===== src/rtl/ctrl_pkg.sv =====
// Shared definitions for the multi-cycle controller: state encoding, field
// extraction helpers and the shift-op predicate.
package ctrl_pkg;

  // Default position of the arithmetic/move select bit inside the opcode.
  localparam int ARITH_BIT_DEFAULT = 3;

  // Helpers operate on a zero-extended word so one function serves any INSTR_W.
  localparam int WORD_MAX = 32;
  typedef logic [WORD_MAX-1:0] word_t;

  typedef enum logic [1:0] {
    FETCH  = 2'd0,
    DECODE = 2'd1,
    EXEC   = 2'd2,
    MOVE   = 2'd3
  } ctrl_state_t;

  function automatic word_t opcode_of(word_t ir, int instr_w, int opc_w);
    word_t mask;
    mask = (word_t'(1) << opc_w) - word_t'(1);
    return (ir >> (instr_w - opc_w)) & mask;
  endfunction

  function automatic word_t operand_of(word_t ir, int instr_w, int opc_w);
    word_t mask;
    mask = (word_t'(1) << (instr_w - opc_w)) - word_t'(1);
    return ir & mask;
  endfunction

  function automatic logic is_shift_op(logic [2:0] alu_op);
    return alu_op[2];
  endfunction

endpackage


===== src/rtl/ctrl_seq_if.sv =====
// Fetch handshake plus ALU / register-file control bundle of the controller.
interface ctrl_seq_if #(
  parameter int INSTR_W = 8,
  parameter int OPC_W   = 4,
  parameter int SHAMT_W = 3
);
  logic                     instr_valid;
  logic [INSTR_W-1:0]       instr;
  logic                     instr_ready;
  logic                     stall;
  logic [2:0]               alu_op;
  logic [SHAMT_W-1:0]       alu_shamt;
  logic                     alu_en;
  logic                     reg_we;
  logic [INSTR_W-OPC_W-1:0] reg_sel;
  logic [1:0]               reg16_src;
  logic [1:0]               reg16_dst;
  logic                     busy;

  modport master (
    output instr_valid, instr, stall,
    input  instr_ready, alu_op, alu_shamt, alu_en, reg_we,
           reg_sel, reg16_src, reg16_dst, busy
  );

  modport slave (
    input  instr_valid, instr, stall,
    output instr_ready, alu_op, alu_shamt, alu_en, reg_we,
           reg_sel, reg16_src, reg16_dst, busy
  );
endinterface


===== src/rtl/ctrl_seq_step_cnt.sv =====
// Loadable down-counter for shift steps; holds unless loaded or decremented.
module ctrl_step_cnt #(
  parameter int W = 3
) (
  input  logic         clk,
  input  logic         rst,
  input  logic         load,
  input  logic         dec,
  input  logic [W-1:0] load_val,
  output logic         last,
  output logic         zero
);
  logic [W-1:0] count_reg;

  always_ff @(posedge clk or negedge rst) begin
    if (!rst) begin
      count_reg <= '0;
    end else if (load) begin
      count_reg <= load_val;
    end else if (dec) begin
      count_reg <= count_reg - W'(1);
    end
  end

  assign last = (count_reg == W'(1));
  assign zero = (count_reg == '0);
endmodule


===== src/rtl/ctrl_seq.sv =====
// Multi-cycle controller: latches an instruction, then sequences it through
// FETCH / DECODE / EXEC / MOVE, issuing gated ALU and register-write strobes.
module ctrl_seq
  import ctrl_pkg::*;
#(
  parameter int INSTR_W    = 8,
  parameter int OPC_W      = 4,
  parameter int ARITH_BIT  = ARITH_BIT_DEFAULT,
  parameter int SHAMT_W    = 3,
  parameter int ITER_SHIFT = 1
) (
  input logic       clk,
  input logic       rst,
  ctrl_seq_if.slave bus
);

  generate
    if (INSTR_W - OPC_W < 4) begin : g_bad_operand
      $error("ctrl_seq: operand field must be at least 4 bits");
    end
    if (SHAMT_W > INSTR_W - OPC_W) begin : g_bad_shamt
      $error("ctrl_seq: SHAMT_W exceeds operand width");
    end
    if (ARITH_BIT >= OPC_W) begin : g_bad_arith
      $error("ctrl_seq: ARITH_BIT outside opcode");
    end
    if (OPC_W < 3) begin : g_bad_opc
      $error("ctrl_seq: opcode must hold a 3-bit ALU op");
    end
    if (INSTR_W > WORD_MAX) begin : g_bad_width
      $error("ctrl_seq: INSTR_W wider than helper word");
    end
  endgenerate

  ctrl_state_t              state_reg;
  logic [INSTR_W-1:0]       ir_reg;
  logic [OPC_W-1:0]         opcode;
  logic [INSTR_W-OPC_W-1:0] operand;
  logic [2:0]               op3;
  logic [SHAMT_W-1:0]       shamt_field;
  logic                     is_move;
  logic                     iter_mode;
  logic                     cnt_last;
  logic                     cnt_zero;
  logic                     step_done;

  assign opcode      = OPC_W'(opcode_of(word_t'(ir_reg), INSTR_W, OPC_W));
  assign operand     = (INSTR_W-OPC_W)'(operand_of(word_t'(ir_reg), INSTR_W, OPC_W));
  assign op3         = opcode[2:0];
  assign shamt_field = ir_reg[SHAMT_W-1:0];
  assign is_move     = opcode[ARITH_BIT];
  assign iter_mode   = (ITER_SHIFT != 0) && is_shift_op(op3);

  // A zero shamt still issues one step, so zero ends EXEC just like last.
  assign step_done = !iter_mode || cnt_last || cnt_zero;

  ctrl_step_cnt #(.W(SHAMT_W)) u_step_cnt (
    .clk      (clk),
    .rst      (rst),
    .load     (state_reg == DECODE),
    .dec      ((state_reg == EXEC) && !bus.stall && iter_mode && !cnt_zero),
    .load_val (shamt_field),
    .last     (cnt_last),
    .zero     (cnt_zero)
  );

  always_ff @(posedge clk or negedge rst) begin
    if (!rst) begin
      state_reg <= FETCH;
      ir_reg    <= '0;
    end else begin
      case (state_reg)
        FETCH: begin
          if (bus.instr_valid) begin
            ir_reg    <= bus.instr;
            state_reg <= DECODE;
          end
        end
        DECODE:  state_reg <= is_move ? MOVE : EXEC;
        EXEC:    if (!bus.stall && step_done) state_reg <= FETCH;
        MOVE:    if (!bus.stall) state_reg <= FETCH;
        default: state_reg <= FETCH;
      endcase
    end
  end

  // instr_ready is gated by rst because FETCH is also the reset state.
  assign bus.instr_ready = rst && (state_reg == FETCH);
  assign bus.busy        = (state_reg != FETCH);
  assign bus.alu_en      = (state_reg == EXEC) && !bus.stall;
  assign bus.reg_we      = (state_reg == MOVE) && !bus.stall;

  assign bus.alu_op    = op3;
  assign bus.alu_shamt = iter_mode ? (cnt_zero ? '0 : SHAMT_W'(1)) : shamt_field;
  assign bus.reg_sel   = operand;
  assign bus.reg16_src = operand[3:2];
  assign bus.reg16_dst = operand[1:0];

endmodule


===== src/flat_wrapper.sv =====
// flat-port wrapper written by rule: the top's interface ports become plain ports
module ctrl_seq_flat import ctrl_pkg::*;
#(
  parameter int INSTR_W    = 8,
  parameter int OPC_W      = 4,
  parameter int ARITH_BIT  = ARITH_BIT_DEFAULT,
  parameter int SHAMT_W    = 3,
  parameter int ITER_SHIFT = 1
)
  (clk, rst, bus_instr_valid, bus_instr, bus_stall, bus_instr_ready, bus_alu_op, bus_alu_shamt, bus_alu_en, bus_reg_we, bus_reg_sel, bus_reg16_src, bus_reg16_dst, bus_busy);
  ctrl_seq_if #(.INSTR_W(INSTR_W), .OPC_W(OPC_W), .SHAMT_W(SHAMT_W)) bus_i ();
  input logic clk;
  input logic rst;
  input wire logic [$bits(bus_i.instr_valid)-1:0] bus_instr_valid;
  input wire logic [$bits(bus_i.instr)-1:0] bus_instr;
  input wire logic [$bits(bus_i.stall)-1:0] bus_stall;
  output wire logic [$bits(bus_i.instr_ready)-1:0] bus_instr_ready;
  output wire logic [$bits(bus_i.alu_op)-1:0] bus_alu_op;
  output wire logic [$bits(bus_i.alu_shamt)-1:0] bus_alu_shamt;
  output wire logic [$bits(bus_i.alu_en)-1:0] bus_alu_en;
  output wire logic [$bits(bus_i.reg_we)-1:0] bus_reg_we;
  output wire logic [$bits(bus_i.reg_sel)-1:0] bus_reg_sel;
  output wire logic [$bits(bus_i.reg16_src)-1:0] bus_reg16_src;
  output wire logic [$bits(bus_i.reg16_dst)-1:0] bus_reg16_dst;
  output wire logic [$bits(bus_i.busy)-1:0] bus_busy;
  assign bus_i.instr_valid = bus_instr_valid;
  assign bus_i.instr = bus_instr;
  assign bus_i.stall = bus_stall;
  assign bus_instr_ready = bus_i.instr_ready;
  assign bus_alu_op = bus_i.alu_op;
  assign bus_alu_shamt = bus_i.alu_shamt;
  assign bus_alu_en = bus_i.alu_en;
  assign bus_reg_we = bus_i.reg_we;
  assign bus_reg_sel = bus_i.reg_sel;
  assign bus_reg16_src = bus_i.reg16_src;
  assign bus_reg16_dst = bus_i.reg16_dst;
  assign bus_busy = bus_i.busy;
  ctrl_seq #(.INSTR_W(INSTR_W), .OPC_W(OPC_W), .ARITH_BIT(ARITH_BIT), .SHAMT_W(SHAMT_W), .ITER_SHIFT(ITER_SHIFT)) u_core (.clk(clk), .rst(rst), .bus(bus_i));
endmodule

===== config.mk =====
export PLATFORM = sky130hd
export DESIGN_NAME = ctrl_seq_flat
export DESIGN_NICKNAME = d
export VERILOG_FILES = /design/src/rtl/ctrl_pkg.sv /design/src/rtl/ctrl_seq_if.sv /design/src/rtl/ctrl_seq_step_cnt.sv /design/src/rtl/ctrl_seq.sv /design/src/flat_wrapper.sv
export SDC_FILE = /design/constraint.sdc
export NUM_CORES = 1
export LEC_CHECK = 0
export CAP_MARGIN = 10
export CORE_MARGIN = 3
export CORE_UTILIZATION = 45
export CTS_CLUSTER_DIAMETER = 120
export DETAILED_ROUTE_END_ITERATION = 8
export PLACE_DENSITY = 0.91
export SETUP_SLACK_MARGIN = 0.05
export SYNTH_ARGS = -nofsm -noshare
export SYNTH_HDL_FRONTEND = slang
export SYNTH_SLANG_ARGS = --single-unit

===== constraint.sdc =====
create_clock -name clk -period 3.3 [get_ports clk]
set_input_delay 0.33 -clock clk [delete_from_list [all_inputs] [get_ports clk]]
set_output_delay 0.33 -clock clk [all_outputs]
set_load 0.1 [all_outputs]

Yosys cells after proc, flatten, opt, wreduce, memory -nomap -nowiden
Index checks and enable logic that the tools add are counted.
{"block": "classes", "add_sub_neg": 1, "n_eq_ne": 7, "mux": 9, "reduce_logical": 17}
{"cell": "3-bit 2-to-1 mux", "count": 3}
{"cell": "2-bit one-hot mux with 4 select lines", "count": 1}
{"cell": "1-bit logical AND", "count": 6}
{"cell": "2-bit 2-to-1 mux", "count": 3}
{"cell": "2-bit != test (second input constant)", "count": 3}
{"cell": "2-bit equality test (second input constant)", "count": 2}
{"cell": "2-bit nonzero test", "count": 2}
{"cell": "3-bit by 1-bit equality test with 1-bit output (second input constant)", "count": 1}
{"cell": "1-bit logical NOT", "count": 3}
{"cell": "3-bit logical NOT", "count": 1}
{"cell": "3-bit AND reduction", "count": 1}
{"cell": "3-bit by 1-bit subtractor with 3-bit output (second input constant)", "count": 1}
{"cell": "2-bit by 1-bit equality test with 1-bit output (second input constant)", "count": 1}
{"cell": "2-bit logical NOT", "count": 1}
{"cell": "1-bit logical OR", "count": 2}
{"cell": "1-bit 2-to-1 mux", "count": 2}
{"cell": "2-bit AND reduction", "count": 1}
{"block": "totals", "regBits": 13, "in_bits": 12, "wordCells": 37}

Depth between registers and ports, before layout
Gate-level depths: netlist (run 1).
{"block": "logic_depth", "ltp_word": 6, "depth_mapped": 5, "depth_no_buf": 5}

By module
From an unflattened synthesis (run 1), not the netlist that was laid out.
{"block": "unflattened", "cells_unflattened": 73, "area_unflattened_um2": 773.2}
{"module": "ctrl_seq", "n_inst": 1, "cells_each": 52, "area_per_inst_um2": 569.3, "seq_area_each_um2": 250.2}
{"module": "ctrl_step_cnt", "n_inst": 1, "cells_each": 21, "area_per_inst_um2": 203.9, "seq_area_each_um2": 75.1}

Worst setup path before layout (run 1)
OpenSTA, ideal clock, no wires.
{"block": "synth_timing", "kind": "reg2out", "from": "register u_core.state_reg[1]", "to": "output port bus_alu_en", "t_arrival_ns": 2.566, "t_required_ns": 2.970, "slack_ns": 0.404, "path_stages_with_launch": 3, "path_buffers": 0, "cell_sequence": "dfrtp_1 -> inv_2 -> nor3_1"}
{"block": "synth_between", "elab_chain_cells": 2}
{"item": "from (decl)", "line_no": "ctrl_seq.sv:35", "source": "ctrl_state_t state_reg;"}
{"item": "from (signal assigned)", "line_no": "ctrl_seq.sv:79", "source": "DECODE: state_reg <= is_move ? MOVE : EXEC;"}
{"item": "2-bit equality test", "line_no": "ctrl_seq.sv:90", "source": "assign bus.alu_en = (state_reg == EXEC) && !bus.stall;"}
{"item": "1-bit logical AND", "line_no": "ctrl_seq.sv:90"}
{"item": "to (decl)", "line_no": "flat_wrapper.sv:20", "source": "output wire logic [$bits(bus_i.alu_en)-1:0] bus_alu_en;"}
Every way passes these cells.

Final worst setup path (run 1)
{"block": "layout_timing", "from": "register u_core.state_reg[1]", "to": "output port bus_busy"}
{"block": "layout_between", "elab_chain_cells": 1}
{"item": "2-bit nonzero test", "line_no": "ctrl_seq.sv:89", "source": "assign bus.busy = (state_reg != FETCH);"}
{"item": "to (decl)", "line_no": "flat_wrapper.sv:25", "source": "output wire logic [$bits(bus_i.busy)-1:0] bus_busy;"}
Every way passes these cells.

==> results of run 1 <==
## worst register-to-register path: cells and delay by family (launching register included)
kind	cells	cell delay, ns
simple gates	1	0.41
flops	1	0.42
buf+inv	1	0.15
mux	1	0.38
## layer usage
| metal | routed length (um) | track usage | up-vias |
|---|---|---|---|
| met5 | 0 | 0 | - |
| met4 | 5 | 0.03315 | 0 |
| met3 | 88 | 0.02682 | 2 |
| met2 | 782 | 0.2547 | 21 |
| met1 | 621 | 0.1910 | 248 |
| li1 | - | - | 275 |
## final cells by class
| class | instances | area, um2 | area share |
|---|---|---|---|
| multi-input cells | 40 | 321.6 | 0.3233 |
| flip-flops and latches | 13 | 325.3 | 0.3270 |
| clock buffers | 4 | 26.28 | 0.02642 |
| well taps | 16 | 20.02 | 0.02013 |
| inverters | 5 | 18.77 | 0.01887 |
| repair buffers | 30 | 282.8 | 0.2843 |
## cells in the final DEF, fill, tap and decap left out, types with 2 or more instances in the layout
cell type and instances:
and2b_2 2, o21bai_1 2, clkbuf_4 3, nor3_1 2
o21ai_0 4, and3_1 2, nor2_1 4, dfrtp_1 13
mux2_2 8, ha_1 3, clkdlybuf4s50_1 23, or3_1 2
buf_4 7, a31oi_1 4, inv_1 4
## path summary, 6_finish.rpt
check                                          from  slack (ns)  cells after the start                              to
worst min register to register     u_core.ir_reg[4]        0.52                      1                u_core.ir_reg[4]
worst max-delay path            u_core.state_reg[1]        0.95                      3                        bus_busy
min in group clk                   u_core.ir_reg[4]        0.52                      1                u_core.ir_reg[4]
worst min-delay path                            rst        0.36                      2  u_core.u_step_cnt.count_reg[2]
worst max register to register  u_core.state_reg[0]        1.83                      3                u_core.ir_reg[2]
max in group asynchronous                       rst        2.78                      2                u_core.ir_reg[5]
## kinds of logic (layout without fill, tap and decap cells)
| group | Yosys count | after routing | synth area share |
|---|---|---|---|
| flops | 13 | 13 | 0.4319 |
| compound gates | 11 | 11 | 0.08636 |
| buf+inv | 17 | 39 | 0.1412 |
| simple gates | 17 | 17 | 0.1578 |
| fa+ha+maj | 3 | 3 | 0.04984 |
| mux | 9 | 9 | 0.1329 |
## per-stage QoR
step	utilization	instances	instance area [um2]	setup WS (ns)	hold WS, ns
final	0.6453	108	994.7	0.9472	0.3588
after global routing	0.6453	108	994.7	0.8845	0.3611
after floorplan	-	70	753.2	0.4036	0.03441
after detailed placement	0.6282	104	968.4	1.241	0.5072
after CTS	0.6453	108	994.7	0.9362	0.3583
after global placement	0.6282	104	968.4	1.266	0.4909
==> impl_summary.md, run 1 <==
Outcome
The run finished with clean final reports.

Floorplanning
The starting utilization of the core area is 0.4886. The floorplan step set the die height to approximately 47 um. The die area is roughly 2200 um2. The number of placement rows is 14. 30 I/O pins were placed. The die span in x is about 47 um. The area of the placeable core is about 1500 um2.

STA
Setup repair after global routing left no endpoint under its margin. The max-slew headroom at the worst pin is 0.3393. The share of the clock period used by the worst path is 0.7130. The final hold violation count is 0.

The number of max-slew violations in the final report was 0. The final setup violation count is 0. Setup total negative slack on the finished layout was measured at 0 ns. Static timing analysis puts the maximum clock frequency at 0.4250 GHz. For the finished layout, the period the worst path requires is 2.353 ns.

For the pin with the worst max-slew slack, the measured transition is 0.9880 ns. Across the routed clock network, the largest skew measured is around 0.0019 ns.

Setup path
The kind of cell adding the most delay to the critical path is buffers and inverters. The required time at the endpoint of the critical path is between 2 and 3 ns. STA classifies the critical path endpoint as a primary output. Traced cell by cell, the critical path runs through inv_2 -> nand2_1 -> clkdlybuf4s50_1. Together, buffers and inverters on the worst path number 2. The biggest fanout along the worst timing path is 6. At the worst endpoint, the arrival time is approximately 2 ns. The startpoint type of the worst setup path is a flip-flop. The delay contributed by the slowest stage of the critical path is about 1.1 ns.

The setup path with the least slack is of type flip-flop to primary output. The cell at the slowest stage of the critical path is clkdlybuf4s50_1.

Detailed routing
Detailed routing inserted a total of 546 vias. Before antenna repair, the detailed router went through 4 iterations. Summed over all layers, the routed wires come to ~1.5 mm. The detailed-route DRC error count is 0. After the first detailed-routing iteration, the DRC count stood at 3. The antenna violation net count after detailed routing is 0.

The routed length per placed instance is roughly 14 um. The detailed-route vias per instance is slightly above 5.

Logic synthesis
After synthesis, the share of flip-flops with an asynchronous set or reset is 1.000. The synthesized netlist occupies a cell area of around 750 um2. The flip-flop and latch count after synthesis is 13. Yosys mapped a number of flops with a built-in enable equal to 0. The area share of the leading cell type in the synthesized netlist is 0.4319. Counting instances in the post-synthesis netlist gives the leading cell types as dfrtp_1, buf_4, mux2_2.

In the synthesized netlist, the number of instances is 70. The netlist uses 22 different library cells. The most frequent cell after synthesis is dfrtp_1. The mean instance size in the synthesized netlist is 10.76 um2. The top flip-flop cell by instance count after synthesis is dfrtp_1. Of all cell types, the one taking the most synthesized area is dfrtp_1. During synthesis, Yosys emitted a total of 0 warnings. The net count after synthesis is 85. The fraction of the yosys area taken by sequential cells is 0.4319. By area the synthesized netlist is led by dfrtp_1, mux2_2, buf_4, ha_1, nand4bb_4.

Clocking
The clock input transition at the sequential cells of the worst setup and hold paths is roughly 0.08 ns. The buffer levels on the longest clock path is 2. The insertion delay of the later-clocked pin in the worst-skew pair is 0.27 ns. TritonCTS built the clock tree. The root buffer cell chosen for the clock tree is clkbuf_4. The count of hold buffers inserted by post-cts repair is 0. The number of post-CTS setup repair buffers is 0. Buffers inserted during clock tree synthesis total 3. The number of gates resized after CTS was 0. Clock tree synthesis found a total of 13 sinks. In this run the number of H-tree levels came out at 1.

Run
Max-cap violations in this run came to 0.

Layout
The number of inserted diodes is 0. The final layout contains ~110 nets. The area growth from synthesis to layout is 32.06%.

The number of filler instances in the final layout is ~120. The register with the most flip-flops in the layout has 8 of them. Of the cells placed in the final design, the portion with a size suffix greater than 1 is 0.2391.

Placed design
The HPWL reported at the end of detailed placement is 1.197 mm. Routability-driven placement finished with a final weighted congestion of roughly 0.68. In this run the tool buffered the top-level ports with 29 buffer cells.

GRT
The number of global-route vias before repair is ~530. In the global route stage, overall resource usage came out at 0.1475. The initial antenna violation count came to 0. Entering global routing, the biggest net connects 15 pins. The residual overflow from global routing is 0.

The first global-routing pass estimated between 2 and 2.5 mm of wire.

Hold path
In this run the worst hold path is classified as primary input to async pin.
Power of run 1 is not shown: default switching activity piles up to over one toggle a cycle in this logic, so the estimate is an artifact.
==> run 2: changes to the inputs <==
- CORE_UTILIZATION: 45 -> 38
- PLACE_DENSITY: 0.91 -> 0.82
- clock period: 3.3 -> 2.14 ns (I/O delays scaled with it)
==> impl_summary.md, run 2 (synthesis gave the netlist of run 1 again) <==
Outcome
The flow ran to the end, and the final reports show no timing, DRC or antenna violations.

Hold path
In this run the worst hold path is classified as primary input to async pin.

Layout
The fraction of final layout cells with drive strength greater than 1 came to 0.3804 (+0.1413). The area growth from synthesis to layout is 36.71%. Leaving out fill and tap cells, the most frequent cell in the layout is buf_4. The area of the multi-input gates came to 325.3 um2 (+1.2%). In the layout the commonest cells are buf_4, dfrtp_1, clkdlybuf4s50_1, mux2_2.

The area occupied by registers is 325.3 um2 (unchanged). The number of filler instances in the final layout is 165 (+36%). The net count reported at finish is 108 (unchanged). The number of inserted diodes came to 0 (unchanged).

The number of flip-flops under the largest register name is 8 (unchanged).

Setup path
The register-to-register setup slack was 0.62 ns (-1.21 ns). The number of cells on the worst reg-to-reg path is 4 (+1). The biggest fanout along the worst timing path is 5 (-1). The worst setup path is launched from a flip-flop. The kind of critical path is flip-flop to primary output. The startpoint identified for the worst register-to-register timing path is u_core.u_step_cnt.count_reg[0].

The capture instance of the worst register-to-register path is u_core.u_step_cnt.count_reg[2]. The worst setup path is captured at a primary output. The required time at the endpoint of the critical path is 1.93 ns (-1.04 ns). The data arrival time of the worst path is 1.66 ns (-0.36 ns).

GRT
The number of global-route vias before repair came to 582 (+9.2%). The wire length of the first global-routing pass is 2.670 mm (+13%). The initial antenna violation count is 0 (unchanged). The maximum number of pins on one net before global-route repair is 14 (-1). The residual overflow from global routing is 0 (unchanged).

The total track usage is 0.1467 (-0.0007425).

Detailed routing
The overall via count from detail_route was 577 (+5.7%). The detailed-route DRC error count is 0 (unchanged). The routed length per placed instance came to 14.23 um (+2.7%). The antenna violation net count after detailed routing is 0 (unchanged). The detailed-route vias per instance is 4.932 (-2.5%). The sum of routed wire length over all layers came to 1.665 mm (+11%). The number of search-and-repair iterations in the first detailed-routing pass was 4 (unchanged). The violation count after the first detailed-route iteration is 4 (+1).

STA
The final hold violation count is 0 (unchanged). Setup repair after global routing left no endpoint under its margin. The accumulated negative setup slack was 0 ns (unchanged).

The final setup slack of the worst path is 0.2695 ns (-0.6777 ns). The highest clock frequency the design can meet is 0.5346 GHz. The clock tree skew after final layout is 0.003989 ns (+0.002053 ns).

The final setup violation count is 0 (unchanged). The actual slew at the worst max-slew pin came to 0.3915 ns (-0.5965 ns). The minimum clock period after layout is ~1.9 ns. The number of max-slew violations in the final report is 0 (unchanged). The share of the clock period used by the worst path is 0.8741. The max-slew headroom at the worst pin is 0.7390 (+0.3997).

Clocking
The number of post-CTS setup repair buffers is 0 (unchanged). The number of buffers inserted during clock tree synthesis was 3 (unchanged). The clock root buffer master is clkbuf_4. The post-cts resize count is 0 (unchanged). The insertion delay of the later-clocked pin in the worst-skew pair is 0.29 ns (+0.02 ns). The buffer levels on the longest clock path is 2 (unchanged).

TritonCTS built the clock tree. The maximum level of the CTS H-tree came to 1 (unchanged). The TritonCTS sink count was 13 (unchanged). The clock input transition at the sequential cells of the worst setup and hold paths was 0.08 ns (about the same). The count of hold buffers inserted by post-cts repair is 0 (unchanged).

Floorplanning
The number of placement rows was 15 (+1). The area of the placeable core came to 1802 um2 (+17%). The starting utilization of the core area came to 0.4181 (-0.07058).

The I/O pin count is 30 (unchanged). The die outline height is 50.52 um (+7.7%). The die area is 2552 um2 (+16%). The die span in x is 50.52 um (+7.7%).

Placed design
The number of input and output port buffers inserted is 29 (unchanged). The HPWL reported at the end of detailed placement came to 1.276 mm (+6.5%). The placer congestion estimate was 0.7930 (+16%). The setup slack at placement came to 0.4617 ns (-0.7794 ns).

Run
The max capacitance violation total came to 0 (unchanged).
run 2: cell types whose count changed in the layout (fill, tap and decap cells not counted), sizes merged:
cell | before | now
buf | 7 | 19
clkdlybuf4s50 | 23 | 11
run 2: metrics by stage:
step                      hold slack (ns)  instance area, um2  cells  utilization
final                              0.2992                1030    117       0.5715
after global placement             0.4914                1003    113       0.5569
after floorplan                  -0.08159               757.0     70            -
after global routing               0.3199                1030    117       0.5715
after detailed placement           0.5053                1003    113       0.5569
after CTS                          0.3176                1030    117       0.5715
run 2: worst max-delay path by stage:
stage,end,start,slack [ns]
2_1_floorplan,bus_alu_en,u_core.state_reg[1],-0.64
3_3_place_gp,u_core.u_step_cnt.count_reg[2],bus_stall,0.55
3_5_place_dp,u_core.u_step_cnt.count_reg[2],bus_stall,0.46
4_1_cts,bus_alu_shamt[0],u_core.u_step_cnt.count_reg[0],0.27
5_1_grt,bus_alu_shamt[0],u_core.u_step_cnt.count_reg[0],0.17
6_report,bus_alu_shamt[0],u_core.u_step_cnt.count_reg[0],0.27
run 2: area by class of cell:
cell class                      instances  share of cell area
Inverter                                5             0.01823
Timing Repair Buffer                   30              0.2940
Multi-Input combinational cell         40              0.3159
Sequential cell                        13              0.3159
Tap cell                               25             0.03038
Clock buffer                            4             0.02552
run 2: layer usage:
metal	wire [um]	track usage	vias to the layer above
li1	-	-	281
met1	662	0.1707	270
met2	853	0.2413	21
met3	113	0.04154	5
met4	35	0.08072	0
met5	0	0	-
run 2: worst max-delay path, cell delays in order, from the launching register on:
cell,delay (ns)
dfrtp_1,0.42
inv_1,0.10
ha_1,0.20
nor2b_1,0.34
a21oi_2,0.13
buf_12,0.18
Power of run 2 is left out for the same reason.
